### config.mk
export PLATFORM = sky130hd
export DESIGN_NAME = gate_share_arbiter
export DESIGN_NICKNAME = d
export VERILOG_FILES = /design/src/rtl/gate_share_arbiter.sv
export SDC_FILE = /design/constraint.sdc
export NUM_CORES = 1
export LEC_CHECK = 0
export ABC_AREA = 0
export BUFFER_PORTS_ARGS = -buffer_cell sky130_fd_sc_hd__buf_2
export CORE_MARGIN = 5
export CORE_UTILIZATION = 45
export CTS_CLUSTER_SIZE = 28
export DETAILED_ROUTE_END_ITERATION = 12
export PLACE_DENSITY_LB_ADDON = 0.08
export SKIP_LAST_GASP = 1
export SLEW_MARGIN = 20
export SYNTH_ARGS = -nofsm -noshare
export SYNTH_HDL_FRONTEND = slang
export SYNTH_SLANG_ARGS = --single-unit
### constraint.sdc
create_clock -name CLK -period 6.4 [get_ports CLK]
set_input_delay 0.64 -clock CLK [delete_from_list [all_inputs] [get_ports CLK]]
set_output_delay 0.64 -clock CLK [all_outputs]
set_load 0.01 [all_outputs]
### src/rtl/gate_share_arbiter.sv
// rtl/gate_share_arbiter.sv - round-robin arbiter sharing one W-bit bitwise logic unit
//
// Purpose: N_REQ requesters post (A, B, OP); one winner per cycle is evaluated
// by the shared logic unit and the result is registered with the winner's ID.
//
// Ports:
//   CLK    in   clock, rising edge
//   RST    in   synchronous active-high reset
//   REQ    in   [N_REQ]     per-requester request valid
//   A, B   in   [N_REQ*W]   operands, requester i at [i*W +: W]
//   OP     in   [N_REQ*3]   opcode, requester i at [i*3 +: 3]
//   GNT    out  [N_REQ]     one-hot combinational grant
//   Y      out  [W]         registered result
//   Y_VLD  out              result valid
//   Y_ID   out  [IDW]       requester that produced Y
//   Y_RDY  in               downstream ready
//   BUSY   out              result pending or any request present
module gate_share_arbiter #(
   parameter int N_REQ = 4,
   parameter int W     = 8,
   parameter int IDW   = 2
) (
   input  logic                 CLK,
   input  logic                 RST,
   input  logic [N_REQ-1:0]     REQ,
   input  logic [N_REQ*W-1:0]   A,
   input  logic [N_REQ*W-1:0]   B,
   input  logic [N_REQ*3-1:0]   OP,
   output logic [N_REQ-1:0]     GNT,
   output logic [W-1:0]         Y,
   output logic                 Y_VLD,
   output logic [IDW-1:0]       Y_ID,
   input  logic                 Y_RDY,
   output logic                 BUSY
);

   logic [IDW-1:0] last;
   logic           accept;
   logic           found;
   logic [IDW-1:0] idx;
   logic [IDW-1:0] win;
   logic [W-1:0]   win_a;
   logic [W-1:0]   win_b;
   logic [2:0]     win_op;
   logic [W-1:0]   alu_y;

   // Output slot can take a new result if empty or being drained this edge.
   assign accept = ~Y_VLD | Y_RDY;
   assign BUSY   = Y_VLD | (|REQ);

   // Search upward from last+1; IDW-bit arithmetic wraps modulo N_REQ.
   always_comb begin
      GNT    = '0;
      found  = 1'b0;
      idx    = '0;
      win    = '0;
      win_a  = '0;
      win_b  = '0;
      win_op = '0;
      if (!RST && accept) begin
         for (int i = 0; i < N_REQ; i++) begin
            idx = last + IDW'(1) + IDW'(i);
            if (!found && REQ[idx]) begin
               found    = 1'b1;
               win      = idx;
               GNT[idx] = 1'b1;
               win_a    = A[idx*W +: W];
               win_b    = B[idx*W +: W];
               win_op   = OP[idx*3 +: 3];
            end
         end
      end
   end

   always_comb begin
      alu_y = '0;
      case (win_op)
         3'd0: alu_y = win_a & win_b;
         3'd1: alu_y = win_a | win_b;
         3'd2: alu_y = ~(win_a & win_b);
         3'd3: alu_y = ~(win_a | win_b);
         3'd4: alu_y = win_a ^ win_b;
         3'd5: alu_y = ~(win_a ^ win_b);
         3'd6: alu_y = ~win_a;
         default: alu_y = win_a;
      endcase
   end

   always_ff @(posedge CLK) begin
      if (RST) begin
         Y     <= '0;
         Y_VLD <= 1'b0;
         Y_ID  <= '0;
         last  <= IDW'(N_REQ - 1);
      end else if (found) begin
         // Grant replaces any result draining this same edge, no bubble.
         Y     <= alu_y;
         Y_ID  <= win;
         Y_VLD <= 1'b1;
         last  <= win;
      end else if (Y_VLD && Y_RDY) begin
         Y_VLD <= 1'b0;
      end
   end

endmodule

==> results of run 1 <==
power by group through the flow:
stage / Sequential, W / Combinational, W / Clock (W)
after floorplan: 0.000141 / 0.00129 / 0
after global placement: 0.000131 / 0.00161 / 0
after detailed placement: 0.000131 / 0.00163 / 0
after CTS: 0.000129 / 0.00164 / 0.0000792
after global routing: 0.000134 / 0.00179 / 0.0000834
final: 0.000129 / 0.00163 / 0.0000779
through the flow:
stage	cell area [µm²]	util [%]	cells	setup slack (ns)
final	4590	52.6	584	1.83
after global routing	4590	52.6	584	1.45
after CTS	4590	52.6	584	1.80
after detailed placement	4540	52.1	580	1.84
after global placement	4540	52.1	580	1.95
after floorplan	4020	-	401	1.03
worst min-delay path by stage:
stage | startpoint | to | cells after the start
2_1_floorplan | last[1] | last[1] | 2
3_3_place_gp | Y[0] | Y[0] | 1
3_5_place_dp | Y[7] | Y[7] | 1
4_1_cts | Y[7] | Y[7] | 1
5_1_grt | Y[0] | Y[0] | 1
6_report | Y[7] | Y[7] | 1
final cells by class:
| type | count | share of cell area [%] |
|---|---|---|
| Timing Repair Buffer | 110 | 12.7 |
| Multi-Input combinational cell | 330 | 76.1 |
| Tap cell | 108 | 2.95 |
| Inverter | 19 | 1.55 |
| Clock buffer | 4 | 0.982 |
| Sequential cell | 13 | 5.75 |
cells in the mapped netlist, types with 2 or more instances:
cell                       count
sky130_fd_sc_hd__buf_4         2
sky130_fd_sc_hd__mux2_2        8
sky130_fd_sc_hd__a21o_1        3
sky130_fd_sc_hd__a21oi_1      23
sky130_fd_sc_hd__buf_6         6
sky130_fd_sc_hd__clkbuf_1     16
sky130_fd_sc_hd__buf_2        13
sky130_fd_sc_hd__a222oi_1      2
sky130_fd_sc_hd__inv_1        19
sky130_fd_sc_hd__nor2b_1       2
sky130_fd_sc_hd__a22oi_1      18
sky130_fd_sc_hd__nor3_1        2
sky130_fd_sc_hd__nand3_1      21
sky130_fd_sc_hd__mux4_2       77
sky130_fd_sc_hd__a31o_2        6
sky130_fd_sc_hd__dfxtp_1      13
sky130_fd_sc_hd__a22o_1        8
sky130_fd_sc_hd__nand2b_1      3
sky130_fd_sc_hd__ha_1         19
sky130_fd_sc_hd__o211ai_1     12
sky130_fd_sc_hd__nor2_1       18
sky130_fd_sc_hd__mux2i_1       7
sky130_fd_sc_hd__o21ai_0      17
sky130_fd_sc_hd__and3_1        2
sky130_fd_sc_hd__xnor2_1      15
sky130_fd_sc_hd__nand2_1      37
sky130_fd_sc_hd__nor3b_1       2
sky130_fd_sc_hd__a31oi_1       3
sky130_fd_sc_hd__a221oi_1      5
sky130_fd_sc_hd__buf_1         2
logic make-up (layout without fill, tap and decap cells):
kind of cell	Yosys count	after routing	synth area share, %
buffers and inverters	58	133	7.13
XOR/XNOR	15	15	3.27
AO/OA/AOI/OAI	104	104	17.9
adder cells (fa/ha/maj)	19	19	5.92
flip-flops	13	13	6.48
AND/OR/NAND/NOR	99	99	11.9
multiplexers	93	93	47.4
routing by layer:
metal / global-route usage (%) / wire, µm / up-vias
li1: - / - / 1768
met1: 30.1 / 5030 / 1928
met2: 37.3 / 5990 / 162
met3: 3.04 / 894 / 8
met4: 3.52 / 131 / 0
met5: 0 / 0 / -
sequential cells by signal, summed over array words and instances, names as in the netlist:
register,count
Y_ID,2
Y_VLD,1
last,2
Y,8
worst register-to-register path: cells and delay by family, from the launching register on:
kind | cells | cell delay (ns)
buf+inv | 4 | 1.28
simple gates | 4 | 0.85
fa+ha+maj | 2 | 0.69
compound gates | 4 | 0.67
mux | 2 | 0.63
flops | 1 | 0.35
==> results.toml, run 1 <==
[setup_path]
r2r_cells = 16
worstSetupEndpointType = "flop"
timing.critical_path.from = "last[0]"
setup.worst_path.start_class = "flop"
crit_family = "buffers and inverters"
timing.critical_path.depth = 16
critPathKind = "flop to flop"
arrival_worst_endpoint_ns = 4.72
timing.critical_path.to = "Y[6]"
critPathSlowestCell = "sky130_fd_sc_hd__buf_4"
cp_slowest_stage_delay_ns = 0.65
r2r-end = "Y[6]"
critical_path_required_ns = 6.54
r2r_slack_ns = 1.83
critical_path.reg2reg.startpoint = "last[0]"
timing.critical_path.mode_cell = "sky130_fd_sc_hd__buf_4"
crit_fanout = 53
crit_path_cell_chain = "buf_4 -> ha_1 -> nor2_2 -> buf_4 -> mux2_2 -> nor4_2 -> buf_4 -> a22o_1 -> nor2_1 -> nor2_1 -> inv_1 -> ha_1 -> mux2_2 -> a22oi_1 -> a21oi_1 -> a31o_2"
timing.critical_path.buf_inv = 4

[detailed_routing]
drc_errors = 0
wl_um = 12000
detailedRoute.firstIterationViolations = 238
detailroute.via_count = 3866
drt_pass1_iterations = 5
wire_per_inst_um = 20.6
drt.antenna.violating_nets = 0
viasPerCell = 6.62

[sta]
period_minus_slack_ns = 4.57
post-route-period-util_pct = 71.5
unrepaired_setup_endpoints_after_global_routing = "false"
fin_tns_setup_ns = 0
slew-limit-headroom_pct = 44.4
fin_worst_hold_slack_ns = 0.482
drv_slew = 0
fmaxAchievable_mhz = 219
report.final.setup_viol = 0
clock_skew_ns = 0.00198
timing_hold_violations_final = 0
transition_time_of_the_tightest_slew_check_pin_ns = 0.833

[grt]
grt_pass1_wl_um = 20000
grt_start_max_net_pins = 54
grt_antenna_before_repair = 0
grt_pass1_vias = 3946
globalRoute.totalOverflow = 0
grt_usage_pct = 21.8

[yosys]
synthCells = 401
post_syn_area_mm2 = 0.00402
synth.ff_latch_count = 13
synth-edff-count = 0
synth_largest_area_cell = "sky130_fd_sc_hd__mux4_2"
number_of_distinct_library_cells_after_synthesis = 50
synthesis.area_per_instance_um2 = 10.0
synth_ff_type = "sky130_fd_sc_hd__dfxtp_1"
async_s_r_ff_share_synth_pct = 0
synth_top_cell_area_share_pct = 43.2
ys.warnings.count = 0
synth-seq-area-share_pct = 6.48
yosys-top-cells-area = "sky130_fd_sc_hd__mux4_2 43%, sky130_fd_sc_hd__dfxtp_1 6.5%, sky130_fd_sc_hd__ha_1 5.9%"
syn-num-nets = 503

[place]
detailed_place_hpwl_um = 9210
io_port_bufs = 98
rd_place_congestion = 0.865

[clock_tree]
clockRootBuffer = "sky130_fd_sc_hd__clkbuf_8"
postCtsResizedCells = 0
tritoncts.num_buffers = 3
cts_tree = "yes"
post-cts-setup-buffers = 0
worstSkewPairLatency_ns = 0.24
cts_max_level = 1
clkSlewWorstSetupHoldPaths_ns = 0.06
cts_max_path_buffers = 2
cts.sink_count = 13
cts-hold-fix-buffers = 0

[floorplan]
core_area_mm2 = 0.00872
floorplan.die.width_um = 105
die_h_um = 105
pin_count = 99
die_area_mm2 = 0.0109
placement_rows = 34
floorplan.initialDensity_pct = 46.1

[layout]
layout-drive-gt1-share_pct = 45.6
multi_input_combinational_cell_area_mm2 = 0.00349
finish.net_count = 579
antennaDiodeCount = 0
layout_commonest_cell = "sky130_fd_sc_hd__buf_2"
final.fill_count = 822
mostFrequentLayoutCells = "98 x sky130_fd_sc_hd__buf_2, 77 x sky130_fd_sc_hd__mux4_2, 37 x sky130_fd_sc_hd__nand2_1"
register_area_um2 = 264
layout-area-overhead-vs-synth_pct = 14.2

[job]
maxCapViolations = 0

[power_and_ir_drop]
power_frac_seq_pct = 7.0
switching_power_as_a_share_of_total_power_pct = 49.1
p_leak_nw = 1.84
comb_power_share_pct = 88.7
total_power_w = 0.00184
power_frac_clock_pct = 4.2
power.switching_w = 0.000903
ir_drop_mv = 0.202
cellInternalPower_w = 0.000938
power-per-cell-area_mw_per_mm2 = 401

[worst_hold_path]
min-delay-path-class = "flop to flop"

[outcome]
outcome = "complete, no violations"
Note: power is estimated with default switching activity, not from simulation.
==> run 2, diff against run 1 <==
--- a/config.mk
+++ b/config.mk
@@ -5,7 +5,7 @@
 export SDC_FILE = /design/constraint.sdc
 export NUM_CORES = 1
 export LEC_CHECK = 0
-export ABC_AREA = 0
+export ABC_AREA = 1
 export BUFFER_PORTS_ARGS = -buffer_cell sky130_fd_sc_hd__buf_2
 export CORE_MARGIN = 5
 export CORE_UTILIZATION = 45
==> constraint.sdc (replaced) <==
create_clock -name CLK -period 4.8 [get_ports CLK]
set_input_delay 0.48 -clock CLK [delete_from_list [all_inputs] [get_ports CLK]]
set_output_delay 0.48 -clock CLK [all_outputs]
set_load 0.01 [all_outputs]
==> results.toml, run 2 <==
[yosys]
synth_compound_gate_area_share_pct = 21.7
synth-edff-count = 0
number_of_distinct_library_cells_after_synthesis = 37
synth_ff_type = "sky130_fd_sc_hd__dfxtp_1"
post-synth-top-count-cell = "sky130_fd_sc_hd__nand2_1"
ys.warnings.count = 0
synth_largest_area_cell = "sky130_fd_sc_hd__nand2_1"
synthCells = 861
netlist_top_cells_count = "313 x sky130_fd_sc_hd__nand2_1, 109 x sky130_fd_sc_hd__o21ai_0, 105 x sky130_fd_sc_hd__inv_1"
synthesis.area_per_instance_um2 = 5.11
syn-num-nets = 963
synth-seq-area-share_pct = 5.92
synthSimpleGateAreaFrac_pct = 48.2
xor_and_xnor_area_share_after_synthesis_pct = 0.199
synth_top_family_by_area = "simple AND/OR/NAND/NOR gates"
yosys-top-cells-area = "sky130_fd_sc_hd__nand2_1 27%, sky130_fd_sc_hd__o21ai_0 12%, sky130_fd_sc_hd__inv_1 9.0%"
share_of_cell_area_taken_by_muxes_after_synthesis_pct = 2.28
post_synth_fa_ha_maj_area_fraction_pct = 5.41
post_syn_area_mm2 = 0.00440
async_s_r_ff_share_synth_pct = 0
synth_top_cell_area_share_pct = 26.7
synth.ff_latch_count = 13

[clock_tree]
tritoncts.num_buffers = 3
clockRootBuffer = "sky130_fd_sc_hd__clkbuf_8"
postCtsResizedCells = 0
cts_max_path_buffers = 2
clkSlewWorstSetupHoldPaths_ns = 0.07
cts_max_level = 1
cts-hold-fix-buffers = 0
cts_tree = "yes"
post-cts-setup-buffers = 0
worstSkewPairLatency_ns = 0.25
cts.sink_count = 13

[setup_path]
worstSetupEndpointType = "flop"
critPathSlowestCell = "sky130_fd_sc_hd__clkinv_1"
setup.worst_path.start_class = "flop"
arrival_worst_endpoint_ns = 4.02
r2r-end = "Y[0]"
crit_fanout = 51
timing.critical_path.mode_cell = "sky130_fd_sc_hd__nand2_1"
critical_path_required_ns = 4.94
crit_path_cell_chain = "buf_4 -> ha_1 -> inv_2 -> nand2_2 -> nand2_1 -> nand2_1 -> nor2_4 -> nand2_1 -> clkinv_1 -> nand2_1 -> nand2_1 -> nor2_1 -> nor2_1 -> nand2_1 -> inv_1 -> ha_1 -> nand4_1 -> nand2_1 -> nor2_1 -> nand2_1 -> nand2_1 -> a21oi_2"
critPathKind = "flop to flop"
cp_slowest_stage_delay_ns = 0.50
r2r_slack_ns = 0.91
r2r_cells = 22
critical_path.reg2reg.startpoint = "last[0]"

[sta]
unrepaired_setup_endpoints_after_global_routing = "false"
transition_time_of_the_tightest_slew_check_pin_ns = 0.715
fin_tns_setup_ns = 0
fin_worst_hold_slack_ns = 0.459
post-route-period-util_pct = 81.0
fmaxAchievable_mhz = 257
timing_hold_violations_final = 0
clock_skew_ns = 0.0126
period_minus_slack_ns = 3.89
drv_slew = 0
slew-limit-headroom_pct = 52.3
report.final.setup_viol = 0

[layout]
biggest_registers_after_layout = "Y (8), Y_ID (2), last (2)"
antennaDiodeCount = 0
largest_reg_flops = 8
layout_commonest_cell = "sky130_fd_sc_hd__nand2_1"
layout-area-overhead-vs-synth_pct = 11.4
mostFrequentLayoutCells = "313 x sky130_fd_sc_hd__nand2_1, 109 x sky130_fd_sc_hd__o21ai_0, 105 x sky130_fd_sc_hd__inv_1"
largest_register = "Y"
layout-drive-gt1-share_pct = 17.9
stdcell_area_mm2 = 0.00490
final.fill_count = 1104
finish.net_count = 1029

[detailed_routing]
drt.antenna.violating_nets = 0
wire_per_inst_um = 13.5
wl_um = 14300
viasPerCell = 5.15
drc_errors = 0
detailedRoute.firstIterationViolations = 403
drt_pass1_iterations = 5
detailroute.via_count = 5453

[floorplan]
die_area_mm2 = 0.0118
floorplan.initialDensity_pct = 45.6
die_h_um = 109
pin_count = 99
floorplan.die.width_um = 109
core_area_mm2 = 0.00964
placement_rows = 36

[power_and_ir_drop]
total_power_w = 0.00298
switching_power_as_a_share_of_total_power_pct = 63.6
power-per-cell-area_mw_per_mm2 = 608
comb_power_share_pct = 90.6
ir_drop_mv = 0.199
power_frac_seq_pct = 5.9
power_frac_clock_pct = 3.5
cellInternalPower_w = 0.00108
power.switching_w = 0.00189
p_leak_nw = 2.78

[grt]
grt_pass1_vias = 5166
grt_pass1_wl_um = 24300
grt_usage_pct = 24.8
grt_antenna_before_repair = 0
globalRoute.totalOverflow = 0
grt_start_max_net_pins = 60

[job]
maxCapViolations = 0

[worst_hold_path]
min_to = "Y[5]"
holdCritStartpoint = "Y[5]"
worst_hold_path.num_cells = 2
min-delay-path-class = "flop to flop"

[place]
placed_cell_area_mm2 = 0.00485
detailed_place_hpwl_um = 11300
io_port_bufs = 98
rd_place_congestion = 0.897

[outcome]
outcome = "complete, no violations"
## run 2: changes by cell type in the layout (fill, tap and decap cells not counted), moves of 15 or more
| cell | before | now |
|---|---|---|
| sky130_fd_sc_hd__inv_1 | 19 | 105 |
| sky130_fd_sc_hd__nand3_1 | 21 | 64 |
| sky130_fd_sc_hd__a22oi_1 | 18 | 0 |
| sky130_fd_sc_hd__nand2_1 | 37 | 313 |
| sky130_fd_sc_hd__xnor2_1 | 15 | 0 |
| sky130_fd_sc_hd__mux4_2 | 77 | 0 |
| sky130_fd_sc_hd__o21ai_0 | 17 | 109 |
| sky130_fd_sc_hd__nor2_1 | 16 | 53 |
## run 2: how the worst max path moves through the flow
| stage | startpoint | to | slack [ns] | cells past startpoint |
|---|---|---|---|---|
| 4_1_cts | last[0] | Y[0] | 0.97 | 22 |
| 3_3_place_gp | last[0] | Y[4] | 1.03 | 21 |
| 6_report | last[0] | Y[0] | 0.91 | 22 |
| 5_1_grt | last[0] | Y[0] | 0.53 | 22 |
| 3_5_place_dp | last[0] | Y[0] | 0.99 | 22 |
| 2_1_floorplan | last[0] | Y[1] | 0.86 | 26 |
## run 2: routing by layer
metal  vias up  wire length (µm)  GRT usage, %
met5         -                 0             0
met4         0               125          3.43
met3        10               840          2.13
met2       167              6580          43.3
met1      2376              6800          34.0
li1       2900                 -             -
## run 2: layout make-up
cell class,count,area (µm²),share of cell area (%)
multi-input cells,687,3420,69.8
repair buffers,109,573,11.7
inverters,113,432,8.81
flip-flops and latches,13,262,5.34
well taps,133,166,3.40
clock buffers,4,45.0,0.920
## run 2: metrics by stage
step	instances	setup WS (ns)	util (%)
4_1_cts	1059	0.973	50.8
3_5_place_dp	1055	0.990	50.3
5_1_grt	1059	0.529	50.8
6_report	1059	0.914	50.8
3_3_place_gp	1055	1.03	50.3
2_1_floorplan	861	0.855	-
## run 2: power groups by stage
stage                     Clock [W]  Combinational, W  Sequential (W)
after global placement            0           0.00264        0.000178
after CTS                  0.000106           0.00267        0.000177
after global routing       0.000110           0.00307        0.000181
final                      0.000104           0.00269        0.000176
after floorplan                   0           0.00211        0.000190
after detailed placement          0           0.00266        0.000179
## run 2: logic make-up (layout without fill, tap and decap cells)
family,after synthesis,in the layout
buffers and inverters,161,226
multiplexers,10,10
XOR/XNOR,1,1
adder cells (fa/ha/maj),19,19
AO/OA/AOI/OAI,171,171
flip-flops,13,13
AND/OR/NAND/NOR,486,486
## run 2: critical path: cells and delay by family (launching register included)
family          cells  cell delay [ns]
compound gates      1             0.05
buf+inv             4             1.13
flops               1             0.39
fa+ha+maj           2             0.57
simple gates       15             1.61
==> run 3, diff against run 2 <==
--- a/config.mk
+++ b/config.mk
@@ -5,7 +5,7 @@
 export SDC_FILE = /design/constraint.sdc
 export NUM_CORES = 1
 export LEC_CHECK = 0
-export ABC_AREA = 1
+export ABC_AREA = 0
 export BUFFER_PORTS_ARGS = -buffer_cell sky130_fd_sc_hd__buf_2
 export CORE_MARGIN = 5
 export CORE_UTILIZATION = 45
==> constraint.sdc (replaced) <==
create_clock -name CLK -period 3.5 [get_ports CLK]
set_input_delay 0.35 -clock CLK [delete_from_list [all_inputs] [get_ports CLK]]
set_output_delay 0.35 -clock CLK [all_outputs]
set_load 0.01 [all_outputs]
==> results.toml, run 3 (synthesis results as in run 1) <==
[sta]
post-route-period-util_pct = 99.2
slew-limit-headroom_pct = 64.7
clock_skew_ns = 0.00302
timing_hold_violations_final = 0
unrepaired_setup_endpoints_after_global_routing = "true"
fmaxAchievable_mhz = 288
drv_slew = 0
fin_worst_hold_slack_ns = 0.310
report.final.setup_viol = 0
period_minus_slack_ns = 3.47
transition_time_of_the_tightest_slew_check_pin_ns = 0.529

[detailed_routing]
drt_pass1_iterations = 5
detailedRoute.firstIterationViolations = 242
drt.antenna.violating_nets = 0
detailroute.via_count = 3991
wire_per_inst_um = 19.7
drc_errors = 0
viasPerCell = 6.43
wl_um = 12300

[power_and_ir_drop]
total_power_w = 0.00383
ir_drop_mv = 0.584
power-per-cell-area_mw_per_mm2 = 753
p_leak_nw = 2.06

[grt]
grt_start_max_net_pins = 49
grt_antenna_before_repair = 0
grt_usage_pct = 21.0
grt_pass1_vias = 3770
grt_pass1_wl_um = 19200
globalRoute.totalOverflow = 0

[clock_tree]
cts-hold-fix-buffers = 0
worstSkewPairLatency_ns = 0.24
tritoncts.num_buffers = 3
cts_tree = "yes"
cts_max_path_buffers = 2
cts_max_level = 1
clockRootBuffer = "sky130_fd_sc_hd__clkbuf_8"
cts.sink_count = 13
clkSlewWorstSetupHoldPaths_ns = 0.06

[layout]
layout-area-overhead-vs-synth_pct = 26.5
biggest_registers_after_layout = "Y (8), Y_ID (2), last (2)"
finish.net_count = 616
stdcell_area_mm2 = 0.00508
antennaDiodeCount = 0
largest_register = "Y"
layout-drive-gt1-share_pct = 54.8
layout_commonest_cell = "sky130_fd_sc_hd__buf_2"
final.fill_count = 783
utilization_after_layout_pct = 58.3
mostFrequentLayoutCells = "98 x sky130_fd_sc_hd__buf_2, 77 x sky130_fd_sc_hd__mux4_2, 43 x sky130_fd_sc_hd__buf_4"
largest_reg_flops = 8

[setup_path]
setup.worst_path.start_class = "flop"
r2r_slack_ns = 0.03
critPathKind = "flop to flop"
arrival_worst_endpoint_ns = 3.66
critical_path.reg2reg.startpoint = "last[0]"
critical_path_required_ns = 3.69
timing.critical_path.from = "last[0]"
worstSetupEndpointType = "flop"
crit_fanout = 12

[place]
detailed_place_hpwl_um = 9240
rd_place_congestion = 0.845
placed_cell_area_mm2 = 0.00478
io_port_bufs = 98

[job]
maxCapViolations = 0

[floorplan]
placement_rows = 34
core_area_mm2 = 0.00872
die_area_mm2 = 0.0109
die_h_um = 105
pin_count = 99
floorplan.initialDensity_pct = 46.1
floorplan.die.width_um = 105

[worst_hold_path]
holdCritStartpoint = "RST"
min-delay-path-class = "input pin to flop"

[outcome]
outcome = "complete, no violations"
[run 3: changes by cell type in the layout (fill, tap and decap cells not counted), sizes merged, moves of 15 or more]
cell / previous run / this run
nand2: 325 / 38
inv: 110 / 19
o21ai: 110 / 19
mux4: 0 / 77
nor2: 67 / 19
nand3: 68 / 21
buf: 109 / 146
a22oi: 0 / 18
xnor2: 0 / 15
[run 3: cell type report]
class	count	area [µm²]	area share [%]
multi-input cells	331	3660	72.1
flip-flops and latches	13	264	5.19
well taps	108	135	2.66
inverters	19	78.8	1.55
clock buffers	4	45.0	0.886
repair buffers	146	896	17.6
[run 3: per-layer routing]
metal | up-vias | share of wire [%] | track usage, %
met2 | 139 | 50 | 35.3
met5 | - | 0 | 0
met3 | 16 | 6.2 | 3.66
met1 | 1989 | 42 | 28.7
li1 | 1847 | - | -
met4 | 0 | 1.5 | 3.98
[run 3: critical path, cell delays in order, from the launching register on]
cell	delay, ns
sky130_fd_sc_hd__dfxtp_4	0.39
sky130_fd_sc_hd__inv_8	0.04
sky130_fd_sc_hd__ha_4	0.30
sky130_fd_sc_hd__mux4_2	0.59
sky130_fd_sc_hd__or4_4	0.48
sky130_fd_sc_hd__buf_4	0.19
sky130_fd_sc_hd__o21ai_4	0.25
sky130_fd_sc_hd__nor2_4	0.13
sky130_fd_sc_hd__buf_4	0.16
sky130_fd_sc_hd__or4_4	0.42
sky130_fd_sc_hd__a311oi_2	0.28
sky130_fd_sc_hd__o31a_1	0.17
[run 3: power by group]
group	total [W]	internal [W]	leakage, nW	switching (W)
Sequential	0.000245	0.000208	0.107	0.0000374
Clock	0.000136	0.0000805	0.0228	0.0000559
Combinational	0.00345	0.00175	1.93	0.00170
[run 3: path summary, 6_finish.rpt]
| check | to | cells after the start |
|---|---|---|
| worst min register to register | Y[7] | 1 |
| worst max-delay path | Y[2] | 11 |
| worst max register to register | Y[2] | 11 |
| worst min-delay path | Y_ID[0] | 2 |
[run 3: through the flow]
| stage | setup slack (ns) | setup TNS (ns) | std cells |
|---|---|---|---|
| finish | 0.0280 | 0 | 621 |
| global route | -0.125 | -0.505 | 621 |
| CTS | -0.0534 | -0.0534 | 606 |
| global placement | -0.144 | -0.144 | 601 |
| detailed placement | -0.147 | -0.479 | 601 |
| floorplan | -0.576 | -4.42 | 401 |
[run 3: repair_timing]
item / CTS / global route
endpoints found under the setup margin: 7 / 8
setup buffers: 1 / 14
pin swaps: 1 / 18
gates cloned: 0 / 1
resized for setup: 1 / 28
